==> config.mk <==
export PLATFORM = sky130hd
export DESIGN_NAME = seg_scan_capture
export DESIGN_NICKNAME = d
export VERILOG_FILES = /design/src/rtl/seven_seg_pkg.sv /design/src/rtl/seg_decode.sv /design/src/rtl/seg_scan_capture.sv
export SDC_FILE = /design/constraint.sdc
export NUM_CORES = 1
export LEC_CHECK = 0
export CAP_MARGIN = 40
export CORE_UTILIZATION = 58
export CTS_CLUSTER_DIAMETER = 200
export DETAILED_ROUTE_END_ITERATION = 8
export PLACE_DENSITY_LB_ADDON = 0.3
export SYNTH_ARGS = -nofsm -noshare
export SYNTH_HDL_FRONTEND = slang
export SYNTH_SLANG_ARGS = --single-unit
==> constraint.sdc <==
create_clock -name clk -period 9.3 [get_ports clk]
set_clock_uncertainty 0.15 [all_clocks]
set_input_delay 1.86 -clock clk [delete_from_list [all_inputs] [get_ports clk]]
set_output_delay 1.86 -clock clk [all_outputs]
set_load 0.03 [all_outputs]
==> src/rtl/seven_seg_pkg.sv <==
// seven_seg_pkg: cathode codes and sentinels shared by the seven-segment driver and capture logic
package seven_seg_pkg;
    localparam logic [7:0] AN_BLANK       = 8'hFF;
    localparam logic [3:0] NIBBLE_INVALID = 4'hF;
    localparam logic [6:0] SEG_CODE [10]  = '{
        7'b1000000, 7'b1111001, 7'b0100100, 7'b0110000, 7'b0011001,
        7'b0010010, 7'b0000010, 7'b1111000, 7'b0000000, 7'b0010000
    };
endpackage

==> src/rtl/seg_decode.sv <==
// seg_decode: active-low cathodes (c[0]=a..c[6]=g) to decimal nibble; valid=0 and nibble=F otherwise
module seg_decode
    import seven_seg_pkg::*;
(
    input  logic [6:0] c,
    output logic [3:0] nibble,
    output logic       valid
);
    always_comb begin
        nibble = NIBBLE_INVALID;
        valid  = 1'b0;
        for (int i = 0; i < 10; i++) begin
            if (c == SEG_CODE[i]) begin
                nibble = 4'(i);
                valid  = 1'b1;
            end
        end
    end
endmodule

==> src/rtl/seg_scan_capture.sv <==
// seg_scan_capture: snoops a multiplexed 7-seg bus, captures stable digits, reports frames and errors
// Ports: clk, reset (async high); an/c active-low pins; clear wipes errors and frame progress;
// digits (nibble k at [4k+3:4k]), bcd snapshot of digits 2..0, frame_valid pulse, sticky errors.
module seg_scan_capture
    import seven_seg_pkg::*;
#(
    parameter int STABLE_CYCLES = 16
) (
    input  logic        clk,
    input  logic        reset,
    input  logic [7:0]  an,
    input  logic [6:0]  c,
    input  logic        clear,
    output logic [31:0] digits,
    output logic [11:0] bcd,
    output logic        frame_valid,
    output logic        pattern_err,
    output logic        anode_err
);
    localparam int              CW      = $clog2(STABLE_CYCLES);
    localparam logic [CW-1:0]   CNT_MAX = CW'(STABLE_CYCLES - 1);

    logic [14:0]   s1, s2, prev;
    logic [CW-1:0] cnt;
    logic          hold;
    logic [7:0]    seen;
    logic [7:0]    an_low;
    logic          strobe;
    logic [3:0]    nibble;
    logic          valid;

    seg_decode u_dec (.c(prev[6:0]), .nibble(nibble), .valid(valid));

    // prev holds the sample that the counter has been qualifying, so it is what gets decoded
    always_comb begin
        an_low = ~prev[14:7];
        strobe = (cnt == CNT_MAX) && !hold;
    end

    always_ff @(posedge clk or posedge reset) begin
        if (reset) begin
            s1          <= '1;
            s2          <= '1;
            prev        <= '1;
            cnt         <= '0;
            hold        <= 1'b0;
            seen        <= '0;
            digits      <= '0;
            bcd         <= '0;
            frame_valid <= 1'b0;
            pattern_err <= 1'b0;
            anode_err   <= 1'b0;
        end else begin
            s1          <= {an, c};
            s2          <= s1;
            prev        <= s2;
            cnt         <= (s2 != prev) ? '0 : (cnt == CNT_MAX) ? cnt : cnt + 1'b1;
            // hold blocks repeat strobes while the counter sits saturated
            hold        <= (cnt == CNT_MAX);
            frame_valid <= 1'b0;
            if (clear) begin
                seen        <= '0;
                pattern_err <= 1'b0;
                anode_err   <= 1'b0;
            end else if (seen == 8'hFF) begin
                frame_valid <= 1'b1;
                bcd         <= digits[11:0];
                seen        <= '0;
            end else if (strobe && prev[14:7] != AN_BLANK) begin
                if ($onehot(an_low)) begin
                    for (int k = 0; k < 8; k++)
                        if (an_low[k]) digits[4*k +: 4] <= nibble;
                    seen <= seen | an_low;
                    if (!valid) pattern_err <= 1'b1;
                end else begin
                    anode_err <= 1'b1;
                end
            end
        end
    end
endmodule
Word level (Yosys, flattened, before mapping)
Index checks and enable logic that the tools add are counted.

Register bits after elaboration: 105. Input port bits: 18. Output and inout bits: 47.

Add/subtract/negate cells: 8. Eq/ne operators: 18. Muxes and demuxes: 37. Bitwise gates (word level): 4. Reduce and logical (&&, ||, !) cells: 20.

Operators by type and width (number): $mux 4 (12); $reduce_and 5->1 (8); $mux 8 (4); $eq 7x5->1 const B (3); $eq 7x7->1 const B (3); $mux 1 (21); $ne 15x15->1 (1); $eq 7x6->1 const B (2); $add 1x1->2 (4); $eq 8x8->1 const B (1); $ne 2x2->1 const B (4); $ne 8x8->1 const B (1); $not 8->8 (1); $or 8x8->8 (1); $eq 7x2->1 const B (1); $logic_not 7->1 (1); $add 2x2->3 (2); $reduce_bool 3->1 (2); $add 3x3->4 (1); $add 4x1->4 const B (1); $eq 4x1->1 const B (1); $eq 4x4->1 const B (1); $reduce_and 2->1 (2); $reduce_and 4->1 (1); other kinds (5) (8).

Depth between registers and ports, before layout
Gate-level depths: netlist of the first run.

Depth after elaboration: 16. Mapped depth: 11. Mapped depth without buffers: 11.

By module
A second synthesis of the first run with hierarchy kept.

Cells, all modules: 272. Area total of the unflattened synthesis: 4156.5 sq um.

By module, submodules not included: seg_scan_capture (times used 1, cells each 241, area each 3962.6 sq um, seq. area each 2683.8 sq um); seg_decode (times used 1, cells each 31, area each 193.9 sq um, seq. area each 0.0 sq um).

Least setup slack after synthesis of the first run
OpenSTA, ideal clock, no wires.

Path kind: register -> register. Start point: register prev[8]. End point: register digits[25]. Library setup time: 127 ps. Arrival: 3765 ps. Data required time: 9023 ps. Slack: 5257 ps. Stages on the path, launching flop included: 12. Path buffers: 0. Period minus slack after synthesis: 4043 ps. Cell sequence: dfstp_2 fa_1 inv_1 fa_1 fa_1 ha_1 inv_1 fa_1 and4b_2 a31oi_4 nor4_4 mux2_1.

Cells in the longest elaborated chain, start to end: 6. Elaborated cells on any way between the ends: 8.

RTL lines: from (decl) (RTL line seg_scan_capture.sv:23) `logic [14:0] s1, s2, prev;`; from (signal assigned) (RTL line seg_scan_capture.sv:44) `prev <= '1;`; from (signal assigned) (RTL line seg_scan_capture.sv:56) `prev <= s2;`; $not 8->8 (RTL line seg_scan_capture.sv:36) `an_low = ~prev[14:7];`; $add 1x1->2 (implied by the code) (RTL line seg_scan_capture.sv:70) `if ($onehot(an_low)) begin`; $add 2x2->3 (implied by the code) (RTL line seg_scan_capture.sv:70); $add 3x3->4 (implied by the code) (RTL line seg_scan_capture.sv:70); $eq 4x1->1 (RTL line seg_scan_capture.sv:70); $reduce_and 5->1 (no source line) *; to (signal, indexed assignment) (RTL line seg_scan_capture.sv:72) `if (an_low[k]) digits[4*k +: 4] <= nibble;`; to (decl) (RTL line seg_scan_capture.sv:14) `output logic [31:0] digits,`.

Mark *: on every way between the ends. The rest lies on a longest branch, timed or not. A chain may end at the register's enable or synchronous reset.

Final worst setup path of the first run
Start point: register prev[10]. End point: register digits[6].

The elaborated chain is that of the path after synthesis.

==> results.md, run 1 <==
* CTS tree: done
* Setup WS pre-CTS at 5.007 ns
* Max Cap Viol at 0
* CP top delay family: adder cells
* R2r setup slk at about 5.0 ns
* Fmax at approximately 0.23 GHz
* CP bufs+invs at 2
* Critical Path End Type: register
* Critical Path Start: prev[10]$_DFF_PP1_
* Post-DP HPWL at ~5500 um
* Finished Cell Area at roughly 5200 um^2
* WL/cell at 17.09 um
* Vias at between 2000 and 2500
* Chip width at roughly 88 um
* Commonest cells after routing, fill and taps aside: clkdlybuf4s50_1 (64), dfrtp_1 (60), dfstp_2 (45)
* I/O Buffers at 64
* Commonest non-fill, non-tap cell in the layout: clkdlybuf4s50_1
* Core area at slightly below 7000 um^2
* Final #Nets at around 370
* R2R Path End: digits[6]$_DFFE_PP0P_
* Rel. slew slack at between 30% and 40%
* CP max FO at 10
* Sequential fraction of the synthesis area at a little over three fifths
* Count of distinct cell types in the synthesized netlist at 51
* Setup bufs post-CTS at 0
* Number of flops mapped to enable cells by yosys at 0
* DRC violations left at 0
* DRT antenna net count at 0
* Setup TNS at 0 ns
* Critical path depth at 11
* Vias/cell at roughly 5.5
* WP data arrival at 4.43 ns
* Sequential power share at between 50% and 60%
* WHS Path Cells at 0
* Final Hold Viols at 0
* DR pass1 iterations at 4
* Worst Setup Slack, final at around 5 ns
* Post-Syn Nets at approximately 300
* Slew Limit Fails at 0
* Die Height at ~88 um
* DRT iter0 DRCs at between 80 and 90
* Total number of yosys warnings at 0
* CTS H-tree depth at 3
* Critical path's most frequent cell: fa_1
* Cells after Synth at 277
* Tot GR Track Use at around 23%
* Resized Gates After CTS at 0
* CTS Hold Bufs at 0
* Sw Share at between 20% and 30%
* Pleak at between 0.002 and 0.0025 uW
* Vias in the first global route at ~2600
* Routed WL at between 7000 and 8000 um
* Clk buf depth at 2
* Ratio of cells with drive above 1 in the final layout at between 30% and 40%
* Yosys reg bits at between 100 and 150
* ANT cells at 0
* Setup crit start kind: register
* Fin crit share at 46.43%
* Pwr/cell area at roughly 160 nW/um^2
* Main flop type after synthesis: dfrtp_1
* Min Clock Period, post-route at 4.318 ns
* First-pass GRT wire length at between 10000 and 15000 um
* Placed instance area at between 5000 and 6000 um^2
* Initial antenna violation count at 0
* Io pins at 65
* CP required at 9.41 ns
* Crit path cell chain: fa_1 > inv_1 > fa_1 > fa_1 > ha_1 > inv_1 > fa_1 > nor3b_2 > a31oi_4 > nor4_4 > mux2_2
* Worst path slowest cell: dfstp_2
* Post-synth ARST share at 100.0%
* CP max stage delay at 0.62 ns
* Final RePlAce weighted congestion at 0.7939
* Tot Pwr at between 800 and 900 uW
* Starting Density at around 62%
* Die area at slightly below 8000 um^2
* Status: finished clean
* Clk pin slew, worst setup/hold paths at around 0.1 ns
* NetSw at just over 200 uW
* R2R cell count at 11
* Rows at 30
* Comb pwr share at a little under 8%
* Root Buffer: clkbuf_8
* Layout area overhead at 22.21%
* Post-Syn Area per Cell at approximately 15 um^2
* Worst-Skew Late Latency at around 0.37 ns
* Crit Path Class: reg2reg
* Cell area after synthesis at ~4300 um^2
* Clock power frac at roughly 36%
* Overflow after GRT at 0
* Hold WS at ~0.21 ns
* FILL cells at approximately 450
* # clock sinks at roughly 110
* Largest net degree at the start of global routing at between 50 and 60
* CP Capture Point: digits[6]$_DFFE_PP0P_
* Maximum vdd drop at approximately 0.13 mV
* Class of the worst hold path: reg2reg
* Worst slew pin tran at 0.9746 ns
* Reg2reg start: prev[10]$_DFF_PP1_
* Internal at 657.7 uW
* Num CTS Buffers at 9
* Final setup violation count at 0
* Unrepaired setup endpoints after global routing: false
==> power groups by stage <==
stage	Sequential [uW]	Combinational [uW]	Clock, uW
after CTS	486	69.0	313
after detailed placement	494	68.8	0
final	486	67.8	307
after global placement	493	64.5	0
after global routing	488	76.1	328
after floorplan	488	52.6	0
==> routing by layer <==
metal,wire (um),GRT usage (%)
met1,3292,29.56
met2,3973,37.07
met3,188,3.676
met4,186,11.62
met5,0,0
==> cell usage after synthesis (2+ instances only) <==
| cell | count | area [um^2] |
|---|---|---|
| mux2_2 | 42 | 473.0 |
| fa_1 | 4 | 80.08 |
| xor2_1 | 12 | 105.1 |
| inv_1 | 15 | 56.30 |
| nand2_1 | 7 | 26.28 |
| nor2_1 | 8 | 30.03 |
| a2111oi_0 | 2 | 17.52 |
| nor3b_1 | 3 | 22.52 |
| nor3_1 | 3 | 15.01 |
| dfrtp_1 | 60 | 1501 |
| buf_2 | 3 | 15.01 |
| nand4_1 | 4 | 25.02 |
| a21o_1 | 7 | 52.55 |
| nand3_1 | 3 | 15.01 |
| nor4_4 | 8 | 170.2 |
| dfstp_2 | 45 | 1182 |
| buf_6 | 2 | 22.52 |
| and2_1 | 2 | 12.51 |
| o211a_1 | 2 | 20.02 |
| ha_1 | 5 | 62.56 |
| nor4_1 | 5 | 31.28 |
| xnor2_1 | 4 | 35.03 |
| clkbuf_1 | 2 | 7.510 |
| mux2_1 | 2 | 22.52 |
==> area by class of cell <==
class | count | area (um^2) | area share [%]
timing repair buffer | 66 | 655.6 | 12.53
tap | 96 | 120.1 | 2.296
inverter | 15 | 58.81 | 1.124
clock buffer | 12 | 176.4 | 3.372
clock inverter | 4 | 55.05 | 1.052
multi-input combinational | 149 | 1483 | 28.34
sequential | 105 | 2684 | 51.29
==> per-stage QoR <==
stage / instances / util [%]
3_3_place_gp: 430 / 71.91
6_report: 447 / 75.35
2_1_floorplan: 277 / -
5_1_grt: 447 / 75.35
4_1_cts: 447 / 75.35
3_5_place_dp: 431 / 72.02
==> logic make-up after synthesis <==
family	after synthesis	synth area share (%)
adders and majority gates	9	3.331
AOI/OAI and AO/OA	25	5.436
and+or+nand+nor	54	10.78
xor gates and xnor gates	16	3.273
buffers and inverters	23	2.688
DFF	105	62.68
muxes	45	11.81
==> sequential cells by signal, summed over array words and instances (netlist names) <==
name	cells
anode_err	1
frame_valid	1
seen	8
hold	1
s2	15
bcd	12
s1	15
prev	15
pattern_err	1
cnt	4
digits	32
==> how the worst min path moves through the flow <==
| stage | from | endpoint | slack, ns |
|---|---|---|---|
| 2_1_floorplan | s1[0]$_DFF_PP1_ | s2[0]$_DFF_PP1_ | 0.20 |
| 3_3_place_gp | s1[7]$_DFF_PP1_ | s2[7]$_DFF_PP1_ | 0.20 |
| 3_5_place_dp | s1[13]$_DFF_PP1_ | s2[13]$_DFF_PP1_ | 0.20 |
| 4_1_cts | s1[13]$_DFF_PP1_ | s2[13]$_DFF_PP1_ | 0.21 |
| 5_1_grt | s1[6]$_DFF_PP1_ | s2[6]$_DFF_PP1_ | 0.21 |
| 6_report | s1[8]$_DFF_PP1_ | s2[8]$_DFF_PP1_ | 0.21 |
(Power assumes the default switching activity.)
==> run 2: changes to the inputs <==
--- a/config.mk
+++ b/config.mk
@@ -6,7 +6,7 @@
 export NUM_CORES = 1
 export LEC_CHECK = 0
 export CAP_MARGIN = 40
-export CORE_UTILIZATION = 58
+export CORE_UTILIZATION = 48
 export CTS_CLUSTER_DIAMETER = 200
 export DETAILED_ROUTE_END_ITERATION = 8
 export PLACE_DENSITY_LB_ADDON = 0.3
==> constraint.sdc (replaced) <==
create_clock -name clk -period 3.95 [get_ports clk]
set_clock_uncertainty 0.15 [all_clocks]
set_input_delay 0.79 -clock clk [delete_from_list [all_inputs] [get_ports clk]]
set_output_delay 0.79 -clock clk [all_outputs]
set_load 0.03 [all_outputs]
==> run 2 against run 1 <==
Against the previous run:
- the flow now finishes with violations (setup timing)
- final cell count increased by 6.5%
- design area grew 2.5%
- sequential power up 130%
- die area is 20% higher
- first-iteration DRC count increased by 17%
- maximum frequency grew 4.6%
- non-clock buffer count is 17 higher
- critical endpoint is now digits[5]$_DFFE_PP0P_
==> results.md, run 2 (synthesis results as in run 1) <==
* Slew Limit Fails at 0
* Largest net degree at the start of global routing at 50
* Worst slew pin tran at roughly 0.9 ns
* Routed WL at 7197 um
* Hold Crit Start: s1[2]$_DFF_PP1_
* Overflow after GRT at 0
* Biggest register: digits
* Maximum vdd drop at around 0.25 mV
* Fin crit share at 104.5%
* CP top delay family: adder cells
* Failing checks: setup timing
* Status: finished with violations
* Pwr/cell area at between 300 and 400 nW/um^2
* Layout area overhead at 25.22%
* Worst-Skew Late Latency at roughly 0.37 ns
* CTS H-tree depth at 3
* Final RePlAce weighted congestion at around 0.8
* Largest register FFs at 32
* Clk pin slew, worst setup/hold paths at 0.10 ns
* Root Buffer: clkbuf_8
* R2R cell count at 13
* Crit Path Class: reg2reg
* WP data arrival at 4.25 ns
* CP bufs+invs at 4
* Commonest non-fill, non-tap cell in the layout: clkdlybuf4s50_1
* Vias in the first global route at between 2000 and 2500
* Commonest cells after routing, fill and taps aside: clkdlybuf4s50_1 (64), dfrtp_1 (60), dfstp_2 (45)
* Vias/cell at between 5 and 6
* DRC violations left at 0
* First-pass GRT wire length at approximately 12000 um
* Pleak at roughly 0.0024 uW
* WL/cell at between 15 and 20 um
* Vias at 2432
* Hold EP: s2[2]$_DFF_PP1_
* CP required at just over 4 ns
* DRT antenna net count at 0
* Critical Path End Type: register
* Die area at just over 9000 um^2
* Num CTS Buffers at 9
* I/O Buffers at 64
* CTS tree: done
* Core area at around 8700 um^2
* Class of the worst hold path: reg2reg
* Worst Setup Slack, final at -0.1794 ns
* Die Height at between 90 and 100 um
* Critical path's most frequent cell: fa_1
* R2R Path End: digits[5]$_DFFE_PP0P_
* Chip width at slightly below 100 um
* Crit path cell chain: fa_1 > inv_1 > fa_1 > fa_1 > ha_1 > inv_1 > fa_1 > and4b_2 > a31oi_4 > buf_12 > nor4_4 > buf_4 > mux2_2
* CP max stage delay at approximately 0.55 ns
* Final Hold Viols at 0
* Rel. slew slack at between 30% and 40%
* Io pins at between 60 and 70
* Core Util, Final at approximately three fifths
* Rows at 34
* Fmax at 0.2422 GHz
* CP max FO at 7
* ANT cells at 0
* DRT iter0 DRCs at slightly below 100
* Finished Cell Area at around 5400 um^2
* Tot GR Track Use at roughly 18%
* Worst path slowest cell: dfstp_2
* Starting Density at between 40% and 50%
* Min Clock Period, post-route at 4.129 ns
* Reg2reg start: prev[8]$_DFF_PP1_
* Post-DP HPWL at about 5400 um
* Setup crit start kind: register
* Unrepaired setup endpoints after global routing: true
* Max Cap Viol at 0
* FILL cells at approximately 660
* Final #Nets at between 300 and 400
* WHS Path Cells at 0
* # clock sinks at 105
* Ratio of cells with drive above 1 in the final layout at 38.32%
* Placed instance area at about 5100 um^2
* DR pass1 iterations at 4
* Final setup violation count at 33
* Initial antenna violation count at 0
* Hold WS at approximately 0.21 ns
* R2r setup slk at -0.18 ns
* Clk buf depth at 2
run 2: area by class of cell:
cell class                 count  area, um^2  area share (%)
multi-input combinational    149        1486           27.72
timing repair buffer          83       819.5           15.29
sequential                   105        2684           50.06
clock buffer                   9       123.9           2.310
tap                          108       135.1           2.520
clock inverter                 7       53.80           1.004
inverter                      15       58.81           1.097
run 2: worst max-delay path by stage:
stage                                  from                     end  slack [ns]  cells past startpoint
after floorplan           prev[8]$_DFF_PP1_  digits[24]$_DFFE_PP0P_       -0.08                     11
after global placement    prev[8]$_DFF_PP1_   digits[5]$_DFFE_PP0P_       -0.12                     12
after detailed placement  prev[8]$_DFF_PP1_   digits[5]$_DFFE_PP0P_       -0.22                     12
after CTS                 prev[8]$_DFF_PP1_   digits[5]$_DFFE_PP0P_       -0.19                     13
after global routing      prev[8]$_DFF_PP1_  digits[16]$_DFFE_PP0P_       -0.38                     13
final                     prev[8]$_DFF_PP1_   digits[5]$_DFFE_PP0P_       -0.18                     13
run 2: layer usage:
metal  GRT usage (%)  vias up  wire length (um)  share of wire, %
li1                -     1147                 -                 -
met1           23.88     1229              3267                45
met2           28.05       50              3577                50
met3           4.460        6               272               3.8
met4           6.127        0                80               1.1
met5               0        -                 0                 0
run 2: worst register-to-register path, cell delays in order (launching register included):
cell and delay [ns]:
dfstp_2 0.55, fa_1 0.40, inv_1 0.08, fa_1 0.43, fa_1 0.49, ha_1 0.16, inv_1 0.05, fa_1 0.49
and4b_2 0.24, a31oi_4 0.05, buf_12 0.16, nor4_4 0.25, buf_4 0.18, mux2_2 0.33
run 2: power breakdown:
| group | internal, uW | leakage (uW) | switching (uW) |
|---|---|---|---|
| clock | 236 | 0.0000896 | 364 |
| sequential | 1120 | 0.00131 | 23.1 |
| combinational | 86.2 | 0.00104 | 102 |
run 2: through the flow:
step | setup TNS, ns | instances | total power (uW) | setup WS, ns
after floorplan | -2.213 | 277 | 1274 | -0.07911
final | -4.473 | 476 | 1929 | -0.1794
after CTS | -4.493 | 476 | 1953 | -0.1896
after global placement | -2.528 | 452 | 1338 | -0.1164
after global routing | -11.63 | 476 | 2022 | -0.3764
after detailed placement | -5.133 | 454 | 1349 | -0.2163
run 2: repair_timing:
action | in CTS | in global routing
hold buffers | 0 | 0
endpoints found under the setup margin | 33 | 41
buffers inserted | 6 | 5
gates resized for setup | 2 | 0
pin swaps | 3 | 0
